## src/rtl/piso_pkg.sv

```systemverilog
// Shared types and defaults for the parallel-in, serial-out serializer.
package piso_pkg;

    typedef enum logic {
        IDLE  = 1'b0,
        SHIFT = 1'b1
    } piso_state_t;

    localparam int unsigned PISO_WIDTH_DEF = 4;

endpackage : piso_pkg

```

## src/rtl/piso_serializer.sv

```systemverilog
// Parallel-in, serial-out serializer: accepts a word on a valid/ready load
// handshake and emits it one bit per clock with valid and last-bit flags.
// Words stream back-to-back: the next word loads on the cycle its
// predecessor's final bit is on the line.
module piso_serializer
    import piso_pkg::*;
#(
    parameter int unsigned WIDTH     = PISO_WIDTH_DEF,
    parameter bit          MSB_FIRST = 1'b1
) (
    input  logic             clk,
    input  logic             reset,
    input  logic             load_valid_i,
    input  logic [WIDTH-1:0] load_data_i,
    output logic             load_ready_o,
    output logic             x_o,
    output logic             x_valid_o,
    output logic             last_o,
    output logic             busy_o
);

    localparam int unsigned   CW      = $clog2(WIDTH) + 1;
    localparam logic [CW-1:0] CNT_MAX = CW'(WIDTH - 1);
    localparam bit            SINGLE  = (WIDTH == 1);

    piso_state_t      state;
    piso_state_t      state_next;
    logic [WIDTH-1:0] shreg;
    logic [WIDTH-1:0] sh_next;
    logic [CW-1:0]    cnt;
    logic             cnt_last;
    logic             xfer;
    logic             first_bit;
    logic             next_bit;

    // Handshake and next-state; cnt tracks the index of the bit now on x_o.
    always_comb begin
        cnt_last     = 1'b0;
        load_ready_o = 1'b0;
        xfer         = 1'b0;
        state_next   = state;

        cnt_last     = (cnt == CNT_MAX);
        load_ready_o = (state == IDLE) || ((state == SHIFT) && cnt_last);
        xfer         = load_valid_i && load_ready_o;

        case (state)
            IDLE:  if (xfer) state_next = SHIFT;
            SHIFT: if (cnt_last && !xfer) state_next = IDLE;
        endcase
    end

    // Shift path: register moves toward the send end, next bit read from there.
    always_comb begin
        sh_next   = '0;
        first_bit = 1'b0;
        next_bit  = 1'b0;

        sh_next   = MSB_FIRST ? (shreg << 1) : (shreg >> 1);
        first_bit = MSB_FIRST ? load_data_i[WIDTH-1] : load_data_i[0];
        next_bit  = MSB_FIRST ? sh_next[WIDTH-1] : sh_next[0];
    end

    // State, shift register, bit counter and registered serial outputs.
    always_ff @(posedge clk) begin
        if (reset) begin
            state     <= IDLE;
            shreg     <= '0;
            cnt       <= '0;
            x_o       <= 1'b0;
            x_valid_o <= 1'b0;
            last_o    <= 1'b0;
            busy_o    <= 1'b0;
        end else begin
            state <= state_next;
            if (xfer) begin
                shreg     <= load_data_i;
                cnt       <= '0;
                x_o       <= first_bit;
                x_valid_o <= 1'b1;
                last_o    <= SINGLE;
                busy_o    <= 1'b1;
            end else if ((state == SHIFT) && !cnt_last) begin
                shreg     <= sh_next;
                cnt       <= cnt + CW'(1);
                x_o       <= next_bit;
                x_valid_o <= 1'b1;
                last_o    <= ((cnt + CW'(1)) == CNT_MAX);
                busy_o    <= 1'b1;
            end else begin
                cnt       <= '0;
                x_o       <= 1'b0;
                x_valid_o <= 1'b0;
                last_o    <= 1'b0;
                busy_o    <= 1'b0;
            end
        end
    end

endmodule : piso_serializer

```

## config.mk

```make
export PLATFORM = sky130hd
export DESIGN_NAME = piso_serializer
export DESIGN_NICKNAME = d
export VERILOG_FILES = /design/src/rtl/piso_pkg.sv /design/src/rtl/piso_serializer.sv
export SDC_FILE = /design/constraint.sdc
export NUM_CORES = 1
export LEC_CHECK = 0
export BUFFER_PORTS_ARGS = -buffer_cell sky130_fd_sc_hd__buf_2
export CAP_MARGIN = 20
export CELL_PAD_IN_SITES_DETAIL_PLACEMENT = 0
export CELL_PAD_IN_SITES_GLOBAL_PLACEMENT = 1
export CORE_MARGIN = 1.5
export CORE_UTILIZATION = 31
export DETAILED_ROUTE_END_ITERATION = 10
export PLACE_DENSITY_LB_ADDON = 0.1
export SYNTH_ARGS = -nofsm -noshare
export SYNTH_HDL_FRONTEND = slang
export SYNTH_SLANG_ARGS = --single-unit
```

## constraint.sdc

```tcl
create_clock -name clk -period 1.3 [get_ports clk]
set_clock_uncertainty 0.2 [all_clocks]
set_input_delay 0.195 -clock clk [delete_from_list [all_inputs] [get_ports clk]]
set_output_delay 0.195 -clock clk [all_outputs]
set_load 0.005 [all_outputs]
```

==> impl_metrics.ini, run 1 <==
[route]
vias = 324
via_per_inst = 4.56
drc = 0
drt-wirelength-per-cell_um = 10.2
drtIter0Drc = 3
routed_wl_um = 725
drt_pass1_iterations = 3
postRouteAntennaNets = 0

[timing]
tightestPinTransition_ns = 0.246
final-hold-violation-count = 0
setup_viol = 11
final.setup.worst_slack_ns = -0.295
finalCritPeriodShare_pct = 123
max_freq_mhz = 627
rsz0062_at_grt = true
maxSlewViolCount = 0
relSlewSlack_pct = 83.6
period_minus_slack_ns = 1.59
whs_ns = 0.0329

[synth]
netlist_instances = 39
synthesis.area_um2 = 419
yosysUniqueCellTypes = 15
synth_top_cell_by_area = dfxtp_1
synthesis.nets = 49
yosys_register_bits = 10
ys_warn_count = 0
synthTopCellsByArea = dfxtp_1 (48%), ha_1 (9.0%), mux2i_1 (7.2%)
yosysTopAreaCellShare_pct = 47.8
syn_area_per_cell_um2 = 10.7
seq_area_frac_synth_pct = 47.8

[cts]
clockBufferDepth = 2
clkSlewWorstSetupHoldPaths_ns = 0.06
root_buffer = clkbuf_4
cts.sinks = 10
htree_levels = 1
cts_tree = yes
clk_latency_ns = 0.25
cts_buffers = 3

[critical_path]
crit_top_cell = ha_4
crit_family = flip-flops
crit_path_max_fanout = 2
timing.rr.start = cnt[0]
cp_slowest_cell = dfxtp_2
max_stage_delay_ns = 0.33
critical_path_arrival_ns = 1.20
worstPathCellList = ha_4 > ha_4 > nor2b_4 > inv_6 > buf_6
start_kind = flop
r2r-end = x_o
crit_path_end_kind = output port
crit_buf_inv = 2
reg2regPathDepth = 8
reg2reg_slack_ns = -0.23
cp_data_required_time_ns = 0.90
crit_type = flop to output port

[worst_hold_path]
min_path_cells = 3
hold_path_end = shreg[0]
hp-class = input pin to flop
min_from = load_data_i[0]

[pwr]
p_seq_share_pct = 52.3
p_int_uw = 484
swShare_pct = 23.7
p_switching_uw = 151
p_comb_share_pct = 16.5
powerDensity_nw_per_um2 = 1030
max-vdd-ir-drop_mv = 0.633
total_power_uw = 635
power.leakage_nw = 0.260
clkPwrFrac_pct = 31.2

[floorplanning]
num_rows = 13
die_w_um = 39.8
top_level_ports = 12
dieArea_um2 = 1580
coreArea_um2 = 1280
die_y_um = 39.8
initial_core_util_pct = 32.6

[layout]
fin_nets = 68
area_growth_pct = 47.5
diodes = 0
drive_gt1_share_pct = 66.1
nFillCells = 133
postLayoutCellArea_um2 = 618
fin_util_pct = 48.1

[global_route]
grtUsageTotal_pct = 12.8
grt_max_degree = 11
grt_pass1_vias = 297
overflow = 0
grt_pass1_wl_um = 1250
antenna_found_initial = 0

[run]
drv_cap = 0

[placement]
io_buffer_count = 11
globalplace.congestion = 0.602
dp_hpwl_um = 501
place_area_um2 = 536
dp_worst_setup_slack_ns = -0.106

[outcome]
outcome = finished with violations
failed_checks = negative setup slack
-- per-layer routing --
layer,GRT usage [%],up-vias,share of wire (%)
met3,8.52,2,6.3
met1,13.5,150,40
met5,0,-,0
li1,-,162,-
met2,19.7,10,52
met4,5.17,0,0.97
-- cell usage in the layout (no fill, tap or decap), types with 3 or more instances in the layout --
cell type	netlist	routed
mux2i_1	3	3
buf_4	2	3
dfxtp_1	10	8
clkbuf_4	0	3
nor3_2	3	4
buf_6	0	3
buf_2	1	10
-- sequential cells by signal, indices dropped and copies added (netlist names) --
name,cells
busy_o,1
state,1
last_o,1
shreg,3
cnt,3
x_o,1
-- power by group through the flow --
| stage | sequential [mW] | clock [mW] | combinational (mW) |
|---|---|---|---|
| finish | 0.332 | 0.198 | 0.105 |
| CTS | 0.332 | 0.210 | 0.0949 |
| detailed placement | 0.339 | 0 | 0.0828 |
| floorplan | 0.339 | 0 | 0.0586 |
| global route | 0.334 | 0.234 | 0.116 |
| global placement | 0.338 | 0 | 0.0805 |
-- per-stage QoR --
step           TNS (ns)  cells
2_1_floorplan   -0.0371     39
3_3_place_gp     -0.168     64
3_5_place_dp     -0.333     64
4_1_cts           -1.62     70
5_1_grt           -2.46     71
6_report          -1.87     71
-- cell families (layout without fill, tap and decap cells) --
| logic type | count (synthesis) | count (layout) | share of synthesized area, % |
|---|---|---|---|
| buf+inv | 6 | 23 | 8.66 |
| fa+ha+maj | 3 | 3 | 8.96 |
| mux | 3 | 3 | 7.16 |
| flops | 10 | 10 | 47.8 |
| compound gates | 3 | 3 | 7.16 |
| simple gates | 14 | 14 | 20.3 |
-- repair_timing --
item	4_1_cts	5_1_grt
hold buffers	1	0
endpoints found under the setup margin	9	11
setup buffers	2	2
hold endpoints to repair	1	0
pin swaps	2	1
resized for setup	1	6
-- tightest hold or removal path, delay by kind of cell --
kind | cells | cell delay (ns)
buffers and inverters | 1 | 0.08
multiplexers | 1 | 0.07
AND/OR/NAND/NOR | 1 | 0.10
-- cells in the mapped netlist (all sizes together) --
master and n:
nor2 5, nor2b 1, buf 3, a211oi 2, mux2i 3, dfxtp 10, ha 3, inv 3
nand2 2, a21oi 1, nand3 1, nor3 5
-- worst max-delay path by stage --
stage                 from      endpoint  slack [ns]  cells after the start
finish              cnt[0]  load_ready_o       -0.29                      5
global route        cnt[1]  load_ready_o       -0.35                      5
CTS                 cnt[0]  load_ready_o       -0.30                      5
detailed placement  cnt[1]  load_ready_o       -0.11                      5
global placement    cnt[1]  load_ready_o       -0.09                      5
floorplan           cnt[0]      shreg[1]       -0.01                      6
-- area by class of cell --
| cell class | instances | area (um2) | area share (%) |
|---|---|---|---|
| Clock buffer | 3 | 22.5 | 3.64 |
| Multi-Input combinational cell | 23 | 241 | 39.1 |
| Inverter | 3 | 16.3 | 2.63 |
| Sequential cell | 10 | 203 | 32.8 |
| Tap cell | 15 | 18.8 | 3.04 |
| Timing Repair Buffer | 17 | 116 | 18.8 |
Note: power is estimated with default switching activity, not from simulation.
==> run 2: changes to the inputs <==
--- a/config.mk
+++ b/config.mk
@@ -6,12 +6,12 @@
 export NUM_CORES = 1
 export LEC_CHECK = 0
 export BUFFER_PORTS_ARGS = -buffer_cell sky130_fd_sc_hd__buf_2
-export CAP_MARGIN = 20
 export CELL_PAD_IN_SITES_DETAIL_PLACEMENT = 0
 export CELL_PAD_IN_SITES_GLOBAL_PLACEMENT = 1
-export CORE_MARGIN = 1.5
+export CORE_MARGIN = 2
 export CORE_UTILIZATION = 31
 export DETAILED_ROUTE_END_ITERATION = 10
+export GPL_TIMING_DRIVEN = 0
 export PLACE_DENSITY_LB_ADDON = 0.1
 export SYNTH_ARGS = -nofsm -noshare
 export SYNTH_HDL_FRONTEND = slang
==> run 2 against run 1 <==
Sequential power about the same. Count of clock-buffer cells in the layout unchanged. Setup slack improved by 0.0059 ns. Global-route usage decreased by 0.41 points. Total power decreased by 1.1%. Utilization decreased by 1.1 points. Clock power about the same. First-iteration DRC count decreased by 67%. Critical path type unchanged. Maximum frequency increased by 0.37%. Sequential share of layout area increased by 0.75 points. The flow still finishes with violations (negative setup slack). Highest routed layer is now met3. Flip-flop and latch count unchanged. Largest power group unchanged.
==> impl_metrics.ini, run 2 (synthesis gave the netlist of run 1 again) <==
[outcome]
outcome = finished with violations
failed_checks = negative setup slack

[timing]
finalCritPeriodShare_pct = 122
max_freq_mhz = 629
final-hold-violation-count = 0
whs_ns = 0.0310
period_minus_slack_ns = 1.59
maxSlewViolCount = 0
tightestPinTransition_ns = 0.244
setup_viol = 11
relSlewSlack_pct = 83.7
final.setup.worst_slack_ns = -0.289
rsz0062_at_grt = true

[layout]
multi_input_area_um2 = 233
area_growth_pct = 44.2
drive_gt1_share_pct = 60.7
final_cell_mix = buf_2 (9), dfxtp_1 (8), buf_4 (6)
fin_nets = 68
diodes = 0
final_common_cell = buf_2
nFillCells = 127
fin_util_pct = 47.0
layout.area.seq_um2 = 203
reg.largest.list = cnt: 3 flops, shreg: 3 flops
final_cells = 71
postLayoutCellArea_um2 = 604

[pwr]
powerDensity_nw_per_um2 = 1040
p_int_uw = 481
power.leakage_nw = 0.259
p_switching_uw = 147
max-vdd-ir-drop_mv = 0.335
swShare_pct = 23.4
p_seq_share_pct = 52.9
clkPwrFrac_pct = 31.1
p_comb_share_pct = 15.9

[run]
drv_cap = 0

[critical_path]
critical_path_arrival_ns = 1.19
cp_slowest_cell = dfxtp_2
worstPathCellList = ha_4 > ha_4 > nor2b_4 > inv_6 > buf_6
start_kind = flop
crit_type = flop to output port
crit_path_end_kind = output port
crit_path_max_fanout = 2
crit_top_cell = ha_4
cp_data_required_time_ns = 0.90
max_stage_delay_ns = 0.33

[placement]
dp_worst_setup_slack_ns = -0.154
place_area_um2 = 531
io_buffer_count = 9
dp_hpwl_um = 557
globalplace.congestion = 0.599
place_inst = 63

[global_route]
overflow = 0
grt_max_degree = 11
grt_pass1_vias = 317
grt_pass1_wl_um = 1260
grtUsageTotal_pct = 12.4
antenna_found_initial = 0

[floorplanning]
dieArea_um2 = 1660
die_w_um = 40.8
top_level_ports = 12
num_rows = 13
initial_core_util_pct = 32.6
die_y_um = 40.8
coreArea_um2 = 1280

[cts]
cts_tree = yes
root_buffer = clkbuf_4
htree_levels = 1
cts.sinks = 10
clkSlewWorstSetupHoldPaths_ns = 0.06
cts_buffers = 3
clockBufferDepth = 2
clk_latency_ns = 0.25

[route]
via_per_inst = 4.63
postRouteAntennaNets = 0
drt-wirelength-per-cell_um = 11.1
drc = 0
vias = 329
routed_wl_um = 785
drtIter0Drc = 1
drt_pass1_iterations = 3

[worst_hold_path]
hp-class = input pin to flop
==> run 2: cell counts in the layout (fill, tap and decap cells not counted) <==
Identical to the previous run, type by type.
==> run 2: through the flow <==
stage	power [mW]	TNS (ns)
after floorplan	0.397	-0.0371
after global placement	0.417	-0.396
after detailed placement	0.421	-0.489
after CTS	0.639	-1.41
after global routing	0.671	-2.09
final	0.628	-1.57
==> run 2: worst paths after layout <==
check            endpoint  slack, ns    startpoint  depth (start not counted)
max reg2reg           x_o      -0.18        cnt[0]                          7
min reg2reg           x_o       0.27      shreg[2]                          2
min                   x_o       0.03  load_valid_i                          3
max          load_ready_o      -0.29        cnt[0]                          5
==> run 2: cell type report <==
type	instances	area share [%]
plain buffers	3	3.31
clock buffers	3	3.73
inverters	3	2.69
multi-input cells	23	38.5
flip-flops and latches	10	33.5
well taps	15	3.11
repair buffers	14	15.1
==> run 2: worst max-delay path, delay by kind of cell, from the launching register on <==
| kind | cells | cell delay, ns |
|---|---|---|
| flip-flops | 1 | 0.33 |
| adder cells (fa/ha/maj) | 2 | 0.31 |
| AND/OR/NAND/NOR | 1 | 0.15 |
| buffers and inverters | 2 | 0.14 |
==> run 2: layer usage <==
metal / share of wire [%] / vias to the layer above / global-route usage (%)
met5: 0 / - / 0
met4: 0 / 0 / 7.50
li1: - / 162 / -
met3: 5.0 / 0 / 3.26
met1: 40 / 159 / 13.6
met2: 55 / 8 / 21.0
==> run 2: what timing repair did <==
item / CTS / global route
hold buffers: 1 / 0
pin swaps: 2 / 0
hold endpoints to repair: 1 / 0
buffers inserted: 3 / 1
endpoints found under the setup margin: 8 / 11
gates resized for setup: 1 / 1
==> run 2: power by group through the flow <==
stage / clock network (mW) / logic [mW] / registers (mW)
2_1_floorplan: 0 / 0.0586 / 0.339
3_3_place_gp: 0 / 0.0783 / 0.338
3_5_place_dp: 0 / 0.0814 / 0.339
4_1_cts: 0.211 / 0.0962 / 0.332
5_1_grt: 0.228 / 0.109 / 0.334
6_report: 0.196 / 0.100 / 0.332
